--- config.mk ---
export PLATFORM = sky130hd
export DESIGN_NAME = icache_assoc
export DESIGN_NICKNAME = d
export VERILOG_FILES = /design/src/rtl/icache_assoc.sv
export SDC_FILE = /design/constraint.sdc
export NUM_CORES = 2
export LEC_CHECK = 0
export CAP_MARGIN = 20
export CORE_ASPECT_RATIO = 0.7
export CORE_UTILIZATION = 45
export CTS_CLUSTER_DIAMETER = 40
export DETAILED_ROUTE_END_ITERATION = 16
export PLACE_DENSITY = 0.58
export SLEW_MARGIN = 25
export SYNTH_ARGS = -nofsm -noshare
export SYNTH_HDL_FRONTEND = slang
export SYNTH_SLANG_ARGS = --single-unit
--- constraint.sdc ---
create_clock -name CLK -period 15.5 [get_ports CLK]
set_clock_uncertainty 0.2 [all_clocks]
set_input_delay 3.1 -clock CLK [delete_from_list [all_inputs] [get_ports CLK]]
set_output_delay 3.1 -clock CLK [all_outputs]
set_load 0.05 [all_outputs]
--- src/rtl/icache_assoc.sv ---
// Set-associative instruction cache with multi-word line fill and per-set round-robin replacement.
// Define ICACHE_STATS_EN to add saturating hit_count / miss_count outputs.
module icache_assoc #(
   parameter int SETS  = 8,
   parameter int WAYS  = 2,
   parameter int WORDS = 2
) (
   input  logic        CLK,
   input  logic        RST,
   input  logic        imemREN,
   input  logic [31:0] imemaddr,
   output logic        ihit,
   output logic [31:0] imemload,
   input  logic        invalidate,
   output logic        iREN,
   output logic [31:0] iaddr,
   input  logic        iwait,
   input  logic [31:0] iload
`ifdef ICACHE_STATS_EN
   ,
   output logic [31:0] hit_count,
   output logic [31:0] miss_count
`endif
);

   localparam int OFF_W = $clog2(WORDS);
   localparam int IDX_W = $clog2(SETS);
   localparam int WAY_W = $clog2(WAYS);
   localparam int OFF_B = (OFF_W > 0) ? OFF_W : 1;
   localparam int IDX_B = (IDX_W > 0) ? IDX_W : 1;
   localparam int WAY_B = (WAY_W > 0) ? WAY_W : 1;
   localparam int TAG_W = 30 - OFF_W - IDX_W;

   typedef enum logic {IDLE, FILL} state_t;

   function automatic logic [WAY_B-1:0] next_ptr(input logic [WAY_B-1:0] p);
      if (WAYS == 1) return '0;
      return (p == WAY_B'(WAYS - 1)) ? '0 : p + 1'b1;
   endfunction

   function automatic logic [31:0] sat_inc(input logic [31:0] v);
      return (v == 32'hFFFF_FFFF) ? v : v + 32'd1;
   endfunction

   state_t            state;
   logic [SETS-1:0]   valid    [WAYS];
   logic [TAG_W-1:0]  tag_mem  [WAYS][SETS];
   logic [31:0]       data_mem [WAYS][SETS][WORDS];
   logic [WAY_B-1:0]  ptr      [SETS];
   logic [31:0]       stage    [WORDS];

   logic [TAG_W-1:0]  l_tag;
   logic [IDX_B-1:0]  l_idx;
   logic [WAY_B-1:0]  l_way;
   logic              l_was_valid;
   logic [OFF_B-1:0]  k;

   logic [29:0]       waddr;
   logic [OFF_B-1:0]  req_off;
   logic [IDX_B-1:0]  req_idx;
   logic [TAG_W-1:0]  req_tag;
   logic              hit_any;
   logic [WAY_B-1:0]  hit_way;
   logic [WAY_B-1:0]  vic_way;
   logic              vic_valid;
   logic              miss;
   logic              last;
   logic              accept;
   logic [29:0]       fill_waddr;
   logic              unused_bits;

   assign unused_bits = &{1'b0, imemaddr[1:0]};
   assign waddr   = imemaddr[31:2];
   assign req_off = OFF_B'(waddr & 30'(WORDS - 1));
   assign req_idx = IDX_B'((waddr >> OFF_W) & 30'(SETS - 1));
   assign req_tag = TAG_W'(waddr >> (OFF_W + IDX_W));

   // Lookup and victim choice: first matching way; lowest invalid way, else the set pointer
   always_comb begin
      hit_any = 1'b0;
      hit_way = '0;
      for (int w = 0; w < WAYS; w++) begin
         if (!hit_any && valid[w][req_idx] && (tag_mem[w][req_idx] == req_tag)) begin
            hit_any = 1'b1;
            hit_way = WAY_B'(w);
         end
      end
      vic_way   = ptr[req_idx];
      vic_valid = 1'b1;
      for (int w = WAYS - 1; w >= 0; w--) begin
         if (!valid[w][req_idx]) begin
            vic_way   = WAY_B'(w);
            vic_valid = 1'b0;
         end
      end
   end

   assign miss       = (state == IDLE) && imemREN && !hit_any;
   assign last       = (k == OFF_B'(WORDS - 1));
   assign accept     = (state == FILL) && !iwait;
   assign fill_waddr = (30'(l_tag) << (OFF_W + IDX_W)) | (30'(l_idx) << OFF_W) | 30'(k);

   assign ihit     = (state == IDLE) && imemREN && hit_any && !invalidate;
   assign imemload = ihit ? data_mem[hit_way][req_idx][req_off] : 32'h0;
   assign iREN     = (state == FILL);
   assign iaddr    = iREN ? {fill_waddr, 2'b00} : 32'h0;

   // Control: state, fill counter, valid bits, replacement pointers
   always_ff @(posedge CLK) begin
      if (RST) begin
         state <= IDLE;
         k     <= '0;
         for (int w = 0; w < WAYS; w++) valid[w] <= '0;
         for (int s = 0; s < SETS; s++) ptr[s] <= '0;
      end else if (invalidate) begin
         state <= IDLE;
         k     <= '0;
         for (int w = 0; w < WAYS; w++) valid[w] <= '0;
      end else begin
         case (state)
            IDLE: begin
               if (miss) begin
                  l_tag       <= req_tag;
                  l_idx       <= req_idx;
                  l_way       <= vic_way;
                  l_was_valid <= vic_valid;
                  k           <= '0;
                  state       <= FILL;
               end
            end
            FILL: begin
               if (!iwait) begin
                  if (last) begin
                     valid[l_way][l_idx] <= 1'b1;
                     if (l_was_valid) ptr[l_idx] <= next_ptr(ptr[l_idx]);
                     k     <= '0;
                     state <= IDLE;
                  end else begin
                     k <= k + 1'b1;
                  end
               end
            end
            default: state <= IDLE;
         endcase
      end
   end

   // Data: staging line and array install, written only on an uninterrupted fill
   always_ff @(posedge CLK) begin
      if (accept && !RST && !invalidate) begin
         stage[k] <= iload;
         if (last) begin
            tag_mem[l_way][l_idx] <= l_tag;
            for (int w = 0; w < WORDS; w++)
               data_mem[l_way][l_idx][w] <= (OFF_B'(w) == k) ? iload : stage[w];
         end
      end
   end

`ifdef ICACHE_STATS_EN
   always_ff @(posedge CLK) begin
      if (RST || invalidate) begin
         hit_count  <= 32'h0;
         miss_count <= 32'h0;
      end else begin
         if (ihit) hit_count  <= sat_inc(hit_count);
         if (miss) miss_count <= sat_inc(miss_count);
      end
   end
`endif

endmodule

==> summary.md <==
| Metric | Value |
|---|---|
| Sink Count | `1564` |
| WHS Endpoint | `valid[0][6]` |
| Yosys warns | `0` |
| Worst-path clk slew | `0.05 ns` |
| Core Util, Final | `52.27%` |
| Area growth syn-to-layout | `14.97%` |
| Worst min path class | `reg2reg` |
| Core area | `0.1407 mm^2` |
| Final GP Congestion | `0.8244` |
| Count of different cell masters after synthesis | `64` |
| Std-Cell Rows | `115` |
| Rel. slew slack | `24.51%` |
| Synth Register Bits | `1564` |
| Endpoints failing hold | `0` |
| Fill cells | `11.46k` |
| DRT iter0 DRCs | `4727` |
| Data required time at the worst endpoint | `12.20 ns` |
| Die H | `317.5 um` |
| Post-synth EDFFs | `1543` |
| Deepest clock path buffer count | `3` |
| Worst Hold Path Cells | `1` |
| Root Buffer | `clkbuf_16` |
| H-tree depth | `4` |
| Cts bufs inserted | `173` |
| Critical Path Slowest Stage Cell | `clkdlybuf4s50_1` |
| Critical path arrival | `9.89 ns` |
| Highest clock rate | `0.07580 GHz` |
| Commonest non-fill, non-tap cell in the layout | `edfxtp_1` |
| Synth top area share | `72.42%` |
| R2r setup slk | `9.86 ns` |
| Worst R2R Path Depth | `10` |
| Register area share after synthesis | `73.08%` |
| Post-DR wirelength/cell | `30.87 um` |
| WL final | `189.2 mm` |
| Gr ovfl total | `0` |
| DRC Markers | `0` |
| Number of global-route vias before repair | `36.44k` |
| Clock latency on the worst-skew pair | `0.83 ns` |
| Starting density of the core | `45.47%` |
| Met3 WL | `23.17 mm` |
| Most frequent cells in the layout | `edfxtp_1 (1543), a21oi_1 (404), nor2_1 (274), mux4_2 (208), clkbuf_16 (174)` |
| DR vias | `37.66k` |
| Delay of the slowest critical-path stage | `0.88 ns` |
| Top Ports | `135` |
| Tcrit/Tclk final | `85.11%` |
| Dominant synthesized flop cell | `edfxtp_1` |
| Met2 wire len | `81.86 mm` |
| Reg2reg start | `iREN` |
| Synth area leaders | `edfxtp_1 (72%), mux4_2 (7.3%), a21oi_1 (3.2%)` |
| CP max FO | `53` |
| RSZ-0062 raised after global routing | `no` |
| Die Wd | `452.7 um` |
| Drt first pass iters | `6` |
| Setup WS post-layout | `2.308 ns` |
| CP Launch Type | `primary input` |
| Total Die Area | `0.1437 mm^2` |
| Maximum VDD drop | `0.00008659 V` |
| Setup CP Type | `in2out` |
| Power Density | `123.8 mW/mm^2` |
| MaxCap Viol Count | `0` |
| Final setup TNS | `0 ns` |
| # setup viols final | `0` |
| Detailed-routing wirelength on met1 | `79.77 mm` |
| Lkg Pwr | `23.42 nW` |
| Post-Synthesis Cells | `3941` |
| Post-CTS Setup Repair Bufs | `0` |
| Min-delay src | `valid[0][6]` |
| Max-slew violations | `0` |
| Status | `completed` |
| Initial antenna violation count | `8` |
| Antenna Nets Post-Route | `0` |
| CTS tree | `yes` |
| Syn avg cell area | `16.23 um^2` |
| Largest net degree at the start of global routing | `122` |
| First-pass GRT wire length | `268.6 mm` |
| # hold bufs at CTS | `0` |
| Actual slew at the worst max-slew pin | `1.132 ns` |
| # resized after CTS | `0` |
| Total Nets Final | `4184` |
| Pre-CTS setup slack | `2.296 ns` |
| Mapped Area | `0.06398 mm^2` |
| Cell Chain, Critical Path | `buf_4 > buf_4 > or2_4 > o22ai_1 > o31a_1 > nor4_1 > nand4_1 > nor4_4 > buf_4 > buf_4 > nor3_1 > o21ai_0 > a32oi_1 > o22ai_1 > clkdlybuf4s50_1` |
| Synth async-reset ratio | `0%` |
| Largest area contributor in the netlist | `edfxtp_1` |
| Kind of end point of the critical path | `primary output` |
| Gr usage total | `26.31%` |
| Port bufs | `130` |
| Reg-to-reg critical path endpoint | `data_mem[0][242]` |
| DPL Wire Length | `107.8 mm` |
| Post-route minimum period | `13.19 ns` |
| Uppermost routed layer | `met5` |
| Vias per cell | `6.146` |
| Layout cell share with drive strength beyond 1 | `17.18%` |
| CP dominant cell by count | `buf_4` |
[synthesized netlist by cell type (all sizes together), types with 20 or more instances]
library cell,instances
edfxtp,1543
nand3,57
buf,72
and2,34
mux2i,138
clkbuf,208
a21oi,404
mux2,75
nor3,158
or4,20
dfxtp,21
nor2,296
inv,95
o22ai,87
a32oi,86
o21ai,171
mux4,208
[where the power goes]
group          internal [mW]  switching, mW
registers               4.64         0.0103
clock network           2.39           1.72
logic                  0.111          0.229
[critical path: cells and delay by family]
| kind | cells | cell delay (ns) |
|---|---|---|
| buf+inv | 5 | 2.86 |
| simple gates | 5 | 2.22 |
| compound gates | 5 | 1.55 |
[metrics by stage]
| stage | instances | hold WS [ns] | area, um^2 | total power, mW |
|---|---|---|---|---|
| 4_1_cts | 6123 | 0.2456 | 73500 | 9.150 |
| 3_5_place_dp | 5809 | 0.2336 | 67800 | 5.076 |
| 5_1_grt | 6127 | 0.2532 | 73560 | 9.334 |
| 6_report | 6128 | 0.2425 | 73560 | 9.108 |
| 2_1_floorplan | 3942 | 0.2211 | 63980 | 4.927 |
| 3_3_place_gp | 5808 | 0.2269 | 67780 | 5.070 |
[logic make-up after synthesis]
logic type	count (synthesis)	share of synthesized area, %
DFF	1564	73.08
AOI/OAI and AO/OA	883	8.214
and+or+nand+nor	673	5.104
muxes	421	10.80
buffers and inverters	375	2.470
xor gates and xnor gates	24	0.3285
other	1	0.005861
[layout make-up]
type                       count  area [um^2]  share of cell area, %
timing repair buffer         278         2511                  3.414
clock inverter               110         1212                  1.648
multi-input combinational   2003        15890                  21.60
inverter                      95        356.6                 0.4848
clock buffer                 204         4487                  6.099
sequential                  1564        46760                  63.56
tap                         1872         2342                  3.184
antenna                        2        5.005               0.006804
[routing by layer]
layer | global-route usage (%) | up-vias
li1 | - | 16070
met1 | 38.38 | 19430
met2 | 37.15 | 1903
met3 | 9.128 | 253
met4 | 7.601 | 4
met5 | 0 | -
[sequential cells by signal, indices dropped and copies added, names as in the netlist, named ones only]
| name | count |
|---|---|
| tag_mem | 416 |
| l_was_valid | 1 |
| data_mem | 1024 |
| l_tag | 26 |
| l_idx | 3 |
| valid | 16 |
| stage | 64 |
| k | 1 |
| iREN | 1 |
| ptr | 8 |
| l_way | 1 |
[worst max-delay path by stage]
stage | cells past startpoint | from | to | slack, ns
floorplan | 14 | imemaddr[3] | imemload[16] | 5.26
global placement | 15 | imemaddr[4] | imemload[9] | 2.34
detailed placement | 15 | imemaddr[4] | imemload[9] | 2.30
CTS | 15 | imemaddr[4] | imemload[9] | 2.26
global route | 15 | imemaddr[4] | imemload[13] | 1.84
finish | 15 | imemaddr[4] | imemload[30] | 2.31
(Power assumes the default switching activity.)
